--- config.mk ---
export PLATFORM = sky130hd
export DESIGN_NAME = ccd_frame_sequencer
export DESIGN_NICKNAME = d
export VERILOG_FILES = /design/src/rtl/ccd_frame_sequencer.sv
export SDC_FILE = /design/constraint.sdc
export NUM_CORES = 1
export LEC_CHECK = 0
export BUFFER_PORTS_ARGS = -buffer_cell sky130_fd_sc_hd__buf_2
export CAP_MARGIN = 30
export CORE_MARGIN = 2
export CORE_UTILIZATION = 24
export DETAILED_ROUTE_END_ITERATION = 16
export MAX_ROUTING_LAYER = met4
export SLEW_MARGIN = 20
export SYNTH_ARGS = -nofsm -noshare
export SYNTH_HDL_FRONTEND = slang
export SYNTH_SLANG_ARGS = --single-unit
--- constraint.sdc ---
create_clock -name Master_clk -period 5.4 [get_ports Master_clk]
set_clock_uncertainty 0.2 [all_clocks]
set_input_delay 0.27 -clock Master_clk [delete_from_list [all_inputs] [get_ports Master_clk]]
set_output_delay 0.27 -clock Master_clk [all_outputs]
set_load 0.02 [all_outputs]
--- src/rtl/ccd_frame_sequencer.sv ---
// ----------------------------------------------------------------------------
// ccd_frame_sequencer
//
// Timing controller for the linear CCD front end of the sugar-detector
// spectrometer. It produces the CCD master clock (CCD_M), the shift gate
// (CCD_SH) and the integration clear gate (CCD_ICG). It sequences one
// charge-transfer/readout frame per trigger, or free-runs with a programmable
// integration period. During readout it emits a mid-slot ADC sample strobe
// together with the index of the pixel being sampled.
//
// Ports:
//   Master_clk  in   system clock (50 MHz)
//   rst         in   asynchronous, active-high reset
//   start       in   single-cycle frame trigger, honoured only in IDLE
//   cont        in   continuous mode, sampled at the end of READOUT
//   int_time    in   integration period in Master_clk cycles,
//                    latched at each CCD_ICG fall
//   CCD_M       out  CCD master clock, free-running
//   CCD_SH      out  shift gate, active high
//   CCD_ICG     out  integration clear gate, idle high, active low
//   adc_strobe  out  one-cycle pulse per pixel, mid-slot
//   pix_idx     out  index of the pixel being strobed, 0..PIXELS-1
//   busy        out  high whenever a frame is in progress
//   frame_done  out  one-cycle pulse in the last cycle of READOUT
// ----------------------------------------------------------------------------
module ccd_frame_sequencer #(
    parameter int FM_DIV   = 25,
    parameter int PIXELS   = 3694,
    parameter int PIX_DIV  = 200,
    parameter int SH_WIDTH = 100,
    parameter int ICG_LEAD = 25,
    parameter int ICG_LAG  = 50,
    parameter int INT_W    = 24
) (
    input  logic             Master_clk,
    input  logic             rst,
    input  logic             start,
    input  logic             cont,
    input  logic [INT_W-1:0] int_time,
    output logic             CCD_M,
    output logic             CCD_SH,
    output logic             CCD_ICG,
    output logic             adc_strobe,
    output logic [11:0]      pix_idx,
    output logic             busy,
    output logic             frame_done
);

    typedef enum logic [2:0] {
        IDLE,
        LEAD,
        SH,
        LAG,
        READOUT,
        WAIT
    } state_t;

    // The step counter times every phase. LAG can overrun its minimum by up
    // to one full CCD_M period while waiting for a rising edge, so its span
    // includes that slack and the counter never wraps inside a phase.
    localparam int FM_W   = (FM_DIV > 1) ? $clog2(FM_DIV) : 1;
    localparam int SPAN_A = (PIX_DIV > SH_WIDTH) ? PIX_DIV : SH_WIDTH;
    localparam int SPAN_B = (ICG_LEAD > ICG_LAG + 2 * FM_DIV) ? ICG_LEAD
                                                              : ICG_LAG + 2 * FM_DIV;
    localparam int SPAN   = (SPAN_A > SPAN_B) ? SPAN_A : SPAN_B;
    localparam int STEP_W = $clog2(SPAN + 1);

    localparam logic [FM_W-1:0]   FM_LAST   = FM_W'(FM_DIV - 1);
    localparam logic [STEP_W-1:0] LEAD_LAST = STEP_W'(ICG_LEAD - 1);
    localparam logic [STEP_W-1:0] SH_LAST   = STEP_W'(SH_WIDTH - 1);
    localparam logic [STEP_W-1:0] LAG_LAST  = STEP_W'(ICG_LAG - 1);
    localparam logic [STEP_W-1:0] SLOT_LAST = STEP_W'(PIX_DIV - 1);
    localparam logic [STEP_W-1:0] STROBE_AT = STEP_W'(PIX_DIV / 2 - 1);
    localparam logic [11:0]       PIX_LAST  = 12'(PIXELS - 1);

    state_t              state;
    state_t              state_next;
    logic [FM_W-1:0]     fm_cnt;
    logic                m_rise;
    logic [STEP_W-1:0]   step_cnt;
    logic                step_clr;
    logic                enter_lead;
    logic [INT_W-1:0]    period_cnt;
    logic [INT_W-1:0]    latched_int;
    logic [INT_W:0]      period_plus1;
    logic                period_met;
    logic                sh_next;
    logic                icg_next;

    // m_rise marks the cycle at whose end CCD_M goes from 0 to 1, so any
    // register updated on that same edge switches together with CCD_M.
    assign m_rise = (fm_cnt == FM_LAST) && !CCD_M;

    // The integration period is met once the cycles elapsed since the last
    // ICG fall, counting the current one, reach the latched period. The
    // extra bit keeps a saturated counter and a zero period well defined.
    // The same test decides both the WAIT exit and the direct jump from
    // READOUT to LEAD when the frame already outlasted the period.
    assign period_plus1 = {1'b0, period_cnt} + {{INT_W{1'b0}}, 1'b1};
    assign period_met   = period_plus1 >= {1'b0, latched_int};

    // The gate pins are registered from the next state so that they switch
    // on exactly the edge where the sequencer changes phase.
    assign sh_next  = (state_next == SH);
    assign icg_next = !((state_next == LEAD) || (state_next == SH) ||
                        (state_next == LAG));

    // CCD master clock divider. It runs from reset release and is never
    // gated, so the sensor always sees a steady fM.
    always_ff @(posedge Master_clk or posedge rst) begin
        if (rst) begin
            fm_cnt <= '0;
            CCD_M  <= 1'b0;
        end else if (fm_cnt == FM_LAST) begin
            fm_cnt <= '0;
            CCD_M  <= ~CCD_M;
        end else begin
            fm_cnt <= fm_cnt + 1'b1;
        end
    end

    // State register for the frame sequencer.
    always_ff @(posedge Master_clk or posedge rst) begin
        if (rst) begin
            state <= IDLE;
        end else begin
            state <= state_next;
        end
    end

    // Next-state and strobe decoding. Each timed phase ends when the step
    // counter reaches its last value. LAG additionally waits for a CCD_M
    // rising edge, so the ICG rise always lines up with fM. In READOUT the
    // step counter serves as the pixel-slot counter. The strobe sits in the
    // middle of the slot and frame_done sits in the final slot cycle, so the
    // two can never be high together.
    always_comb begin
        state_next = state;
        step_clr   = 1'b0;
        enter_lead = 1'b0;
        adc_strobe = 1'b0;
        frame_done = 1'b0;
        busy       = (state != IDLE);
        case (state)
            IDLE: begin
                if (start) begin
                    state_next = LEAD;
                    enter_lead = 1'b1;
                end
            end
            LEAD: begin
                if (step_cnt == LEAD_LAST) begin
                    state_next = SH;
                    step_clr   = 1'b1;
                end
            end
            SH: begin
                if (step_cnt == SH_LAST) begin
                    state_next = LAG;
                    step_clr   = 1'b1;
                end
            end
            LAG: begin
                if ((step_cnt >= LAG_LAST) && m_rise) begin
                    state_next = READOUT;
                    step_clr   = 1'b1;
                end
            end
            READOUT: begin
                adc_strobe = (step_cnt == STROBE_AT);
                if (step_cnt == SLOT_LAST) begin
                    step_clr = 1'b1;
                    if (pix_idx == PIX_LAST) begin
                        frame_done = 1'b1;
                        if (!cont) begin
                            state_next = IDLE;
                        end else if (period_met) begin
                            state_next = LEAD;
                            enter_lead = 1'b1;
                        end else begin
                            state_next = WAIT;
                        end
                    end
                end
            end
            WAIT: begin
                if (period_met) begin
                    state_next = LEAD;
                    enter_lead = 1'b1;
                end
            end
            default: begin
                state_next = IDLE;
            end
        endcase
    end

    // Phase/slot step counter. It restarts on every phase change and slot
    // wrap, and is held at zero while idle or waiting out the integration
    // period, so every timed phase begins counting from zero.
    always_ff @(posedge Master_clk or posedge rst) begin
        if (rst) begin
            step_cnt <= '0;
        end else if (step_clr || (state == IDLE) || (state == WAIT)) begin
            step_cnt <= '0;
        end else begin
            step_cnt <= step_cnt + 1'b1;
        end
    end

    // Pixel index. It advances at each slot wrap and returns to zero after
    // the last pixel, ready for the next frame.
    always_ff @(posedge Master_clk or posedge rst) begin
        if (rst) begin
            pix_idx <= '0;
        end else if ((state == READOUT) && (step_cnt == SLOT_LAST)) begin
            if (pix_idx == PIX_LAST) begin
                pix_idx <= '0;
            end else begin
                pix_idx <= pix_idx + 1'b1;
            end
        end
    end

    // Integration bookkeeping. Every ICG fall restarts the period counter
    // and captures a fresh int_time. The counter saturates instead of
    // wrapping, so a very long idle spell can never fake a short period.
    always_ff @(posedge Master_clk or posedge rst) begin
        if (rst) begin
            period_cnt  <= '0;
            latched_int <= '0;
        end else if (enter_lead) begin
            period_cnt  <= '0;
            latched_int <= int_time;
        end else if (period_cnt != {INT_W{1'b1}}) begin
            period_cnt <= period_cnt + 1'b1;
        end
    end

    // Registered gate pins, clean of decode glitches. ICG idles high.
    always_ff @(posedge Master_clk or posedge rst) begin
        if (rst) begin
            CCD_SH  <= 1'b0;
            CCD_ICG <= 1'b1;
        end else begin
            CCD_SH  <= sh_next;
            CCD_ICG <= icg_next;
        end
    end

endmodule

==> out/metrics.cfg <==
[hold_path]
hold_class=primary input to register

[clock_tree]
tritoncts=built
numCtsBuffers=9
cts_resized=0
clk_latency_ns=0.34
htree_levels=3
clk_path_buf_depth=2
root_buffer=clkbuf_16
clkSinkCount=79
path_clk_slew_ns=0.06

[detailed_routing]
num_vias=3519
first_pass_iters=6
first_iter_violations=203
wl_per_cell_um=13.0
wl_mm=10.1
ant_nets=0
vias_per_cell=4.51
drc=0

[final_layout]
insertedDiodeCount=0
final_layout_size_suffix_gt1_share_pct=18.5
fillerInstances=1944
area_growth_pct=23.3
layout_common_cells=78 x dfrtp_1, 55 x nor2_1, 45 x buf_2, 41 x inv_1, 32 x ha_1
multi_input_area_sq_mm=0.00238
layout.nets=601
register_area_sq_mm=0.00198
final_common_cell=dfrtp_1

[die]
die_w_um=142
ios=46
core-area_sq_mm=0.0187
dieArea_sq_mm=0.0202
rows=50
initial_core_util_pct=24.5
die_y_um=142

[sta]
fmax_mhz=212
worst_pin_slew_ns=0.771
rsz0062_at_grt=false
hold_viol=0
fin_crit_sh_pct=87.2
setup-tns-final_ns=0
slew-limit-headroom_pct=48.6
worst_slack_ns=0.690
setup_viol=0
layout_min_cycle_time_ns=4.71
slew_violations=0
holdWs_ns=0.0841

[place]
portBuffers=45
place_ws_ns=0.715
place_congestion=0.827
place_hpwl_mm=7.49

[synthesis]
async_flop_share_pct=100
ys_warn_count=0
synth_area_per_cell_sq_um=9.83
synth_area_sq_mm=0.00458
ys_dominant_reg_cell=dfrtp_1
synthesis.nets=526
syn-instance-count=466
synth_edf_count=0
ys_ff_latch=79
ys_seq_area_share_pct=43.2
ys_types=55

[critical_path]
required_ns=5.42
startpoint_type=register
arrival_ns=4.73
worstSetupPathType=register to register
worstSetupEndpointType=register
cp_max_fo=17

[power_and_ir_drop]
switching_share_pct=34.3
power_mw=2.19
power_density_mw_per_mm2=387
p_int_mw=1.44
comb_power_share_pct=33.2
peakVddDrop_uv=212
p_leak_nw=2.63
p_switching_mw=0.750
p_seq_share_pct=38.5
clkPwrFrac_pct=28.3

[run_status]
run_status=finished, final reports clean

[flow_run]
maxCapViolations=0

[global_route]
grtUsageTotal_pct=11.1
antenna_found_initial=0
grt_pass1_wl_mm=17.3
grt_max_degree=44
overflow=0
grt_pass1_vias=3452

path summary, 6_finish.rpt:
path | depth (start not counted) | start | slack (ns) | endpoint
setup / recovery | 13 | period_cnt[0]$_DFFE_PP0P_ | 0.69 | latched_int[17]$_DFFE_PP0P_
hold / removal | 3 | cont | 0.08 | state[0]$_DFF_PP0_
setup reg to reg | 13 | period_cnt[0]$_DFFE_PP0P_ | 0.69 | latched_int[17]$_DFFE_PP0P_
hold reg to reg | 1 | latched_int[23]$_DFFE_PP0P_ | 0.28 | latched_int[23]$_DFFE_PP0P_
max in group asynchronous | 5 | rst | 3.98 | CCD_ICG$_DFF_PP1_
min in group asynchronous | 4 | rst | 0.39 | latched_int[4]$_DFFE_PP0P_
critical path, stage by stage (launching register included):
cell	delay [ns]
dfrtp_1	0.42
nand3_1	0.16
or3_1	0.42
nor4_1	0.48
nand2_1	0.14
xnor2_1	0.17
ha_1	0.32
nand4_1	0.19
or4_4	0.58
or4_1	0.54
o311a_2	0.17
a31oi_4	0.17
buf_4	0.27
mux2_2	0.36
sequential cells by signal (all words and copies together), names as in the netlist:
register and count:
CCD_M 1, step_cnt 8, latched_int 24, CCD_SH 1, CCD_ICG 1, state 3, period_cnt 24, pix_idx 12
fm_cnt 5
cell usage after synthesis, types with 3 or more instances:
master	number	area share [%]
and3_1	7	0.96
or3b_2	3	0.57
nor3_1	9	0.98
dfrtp_1	78	43
nor4_1	5	0.68
clkbuf_1	4	0.33
and3b_1	3	0.57
mux2_2	23	5.7
a21o_1	4	0.66
buf_2	3	0.33
inv_1	42	3.4
a21oi_1	14	1.5
nor2_1	55	4.5
ha_1	32	8.7
o31ai_1	3	0.49
nand3_1	24	2.6
nand2_1	31	2.5
nand4_1	13	1.8
mux2i_1	3	0.66
a2bb2oi_1	13	2.5
xnor2_1	21	4.0
o21ai_0	14	1.5
or3_1	3	0.41
buf_6	3	0.74
xor2_1	17	3.3
metrics by stage:
stage	utilization (%)	area, sq um	std cells
3_3_place_gp	27.1	5060	738
4_1_cts	30.2	5650	780
2_1_floorplan	-	4580	466
3_5_place_dp	27.2	5090	739
5_1_grt	30.2	5650	780
6_report	30.2	5650	780
timing repair:
item | CTS | global route
endpoints found under the hold margin | 60 | 0
hold buffers | 25 | 0
endpoints found under the setup margin | 0 | 0
buffers inserted | 0 | 0
power groups by stage:
stage,registers [mW],logic [mW],clock network (mW)
after floorplan,0.814,0.565,0
after global placement,0.848,0.700,0
after detailed placement,0.853,0.704,0
after CTS,0.843,0.731,0.640
after global routing,0.866,0.827,0.668
final,0.843,0.726,0.619
layer usage:
metal | vias to the layer above | global-route usage [%] | routed length, um
li1 | 1788 | - | -
met1 | 1655 | 15.2 | 5280
met2 | 66 | 15.8 | 4320
met3 | 10 | 3.10 | 385
met4 | 0 | 3.32 | 150
met5 | - | - | 0
logic make-up after synthesis:
group | Yosys count | synth area share [%]
xor gates and xnor gates | 38 | 7.27
buffers and inverters | 53 | 4.92
DFF | 79 | 43.2
and+or+nand+nor | 171 | 19.2
AOI/OAI and AO/OA | 66 | 10.2
muxes | 27 | 6.56
adders and majority gates | 32 | 8.74
area by class of cell:
class / instances / share of cell area [%]
flip-flops and latches: 79 / 35.0
clock buffers: 10 / 4.23
repair buffers: 75 / 9.44
inverters: 42 / 2.81
well taps: 234 / 5.18
clock inverters: 6 / 1.22
multi-input cells: 334 / 42.1
No activity file was read; power rests on OpenSTA's default activity.
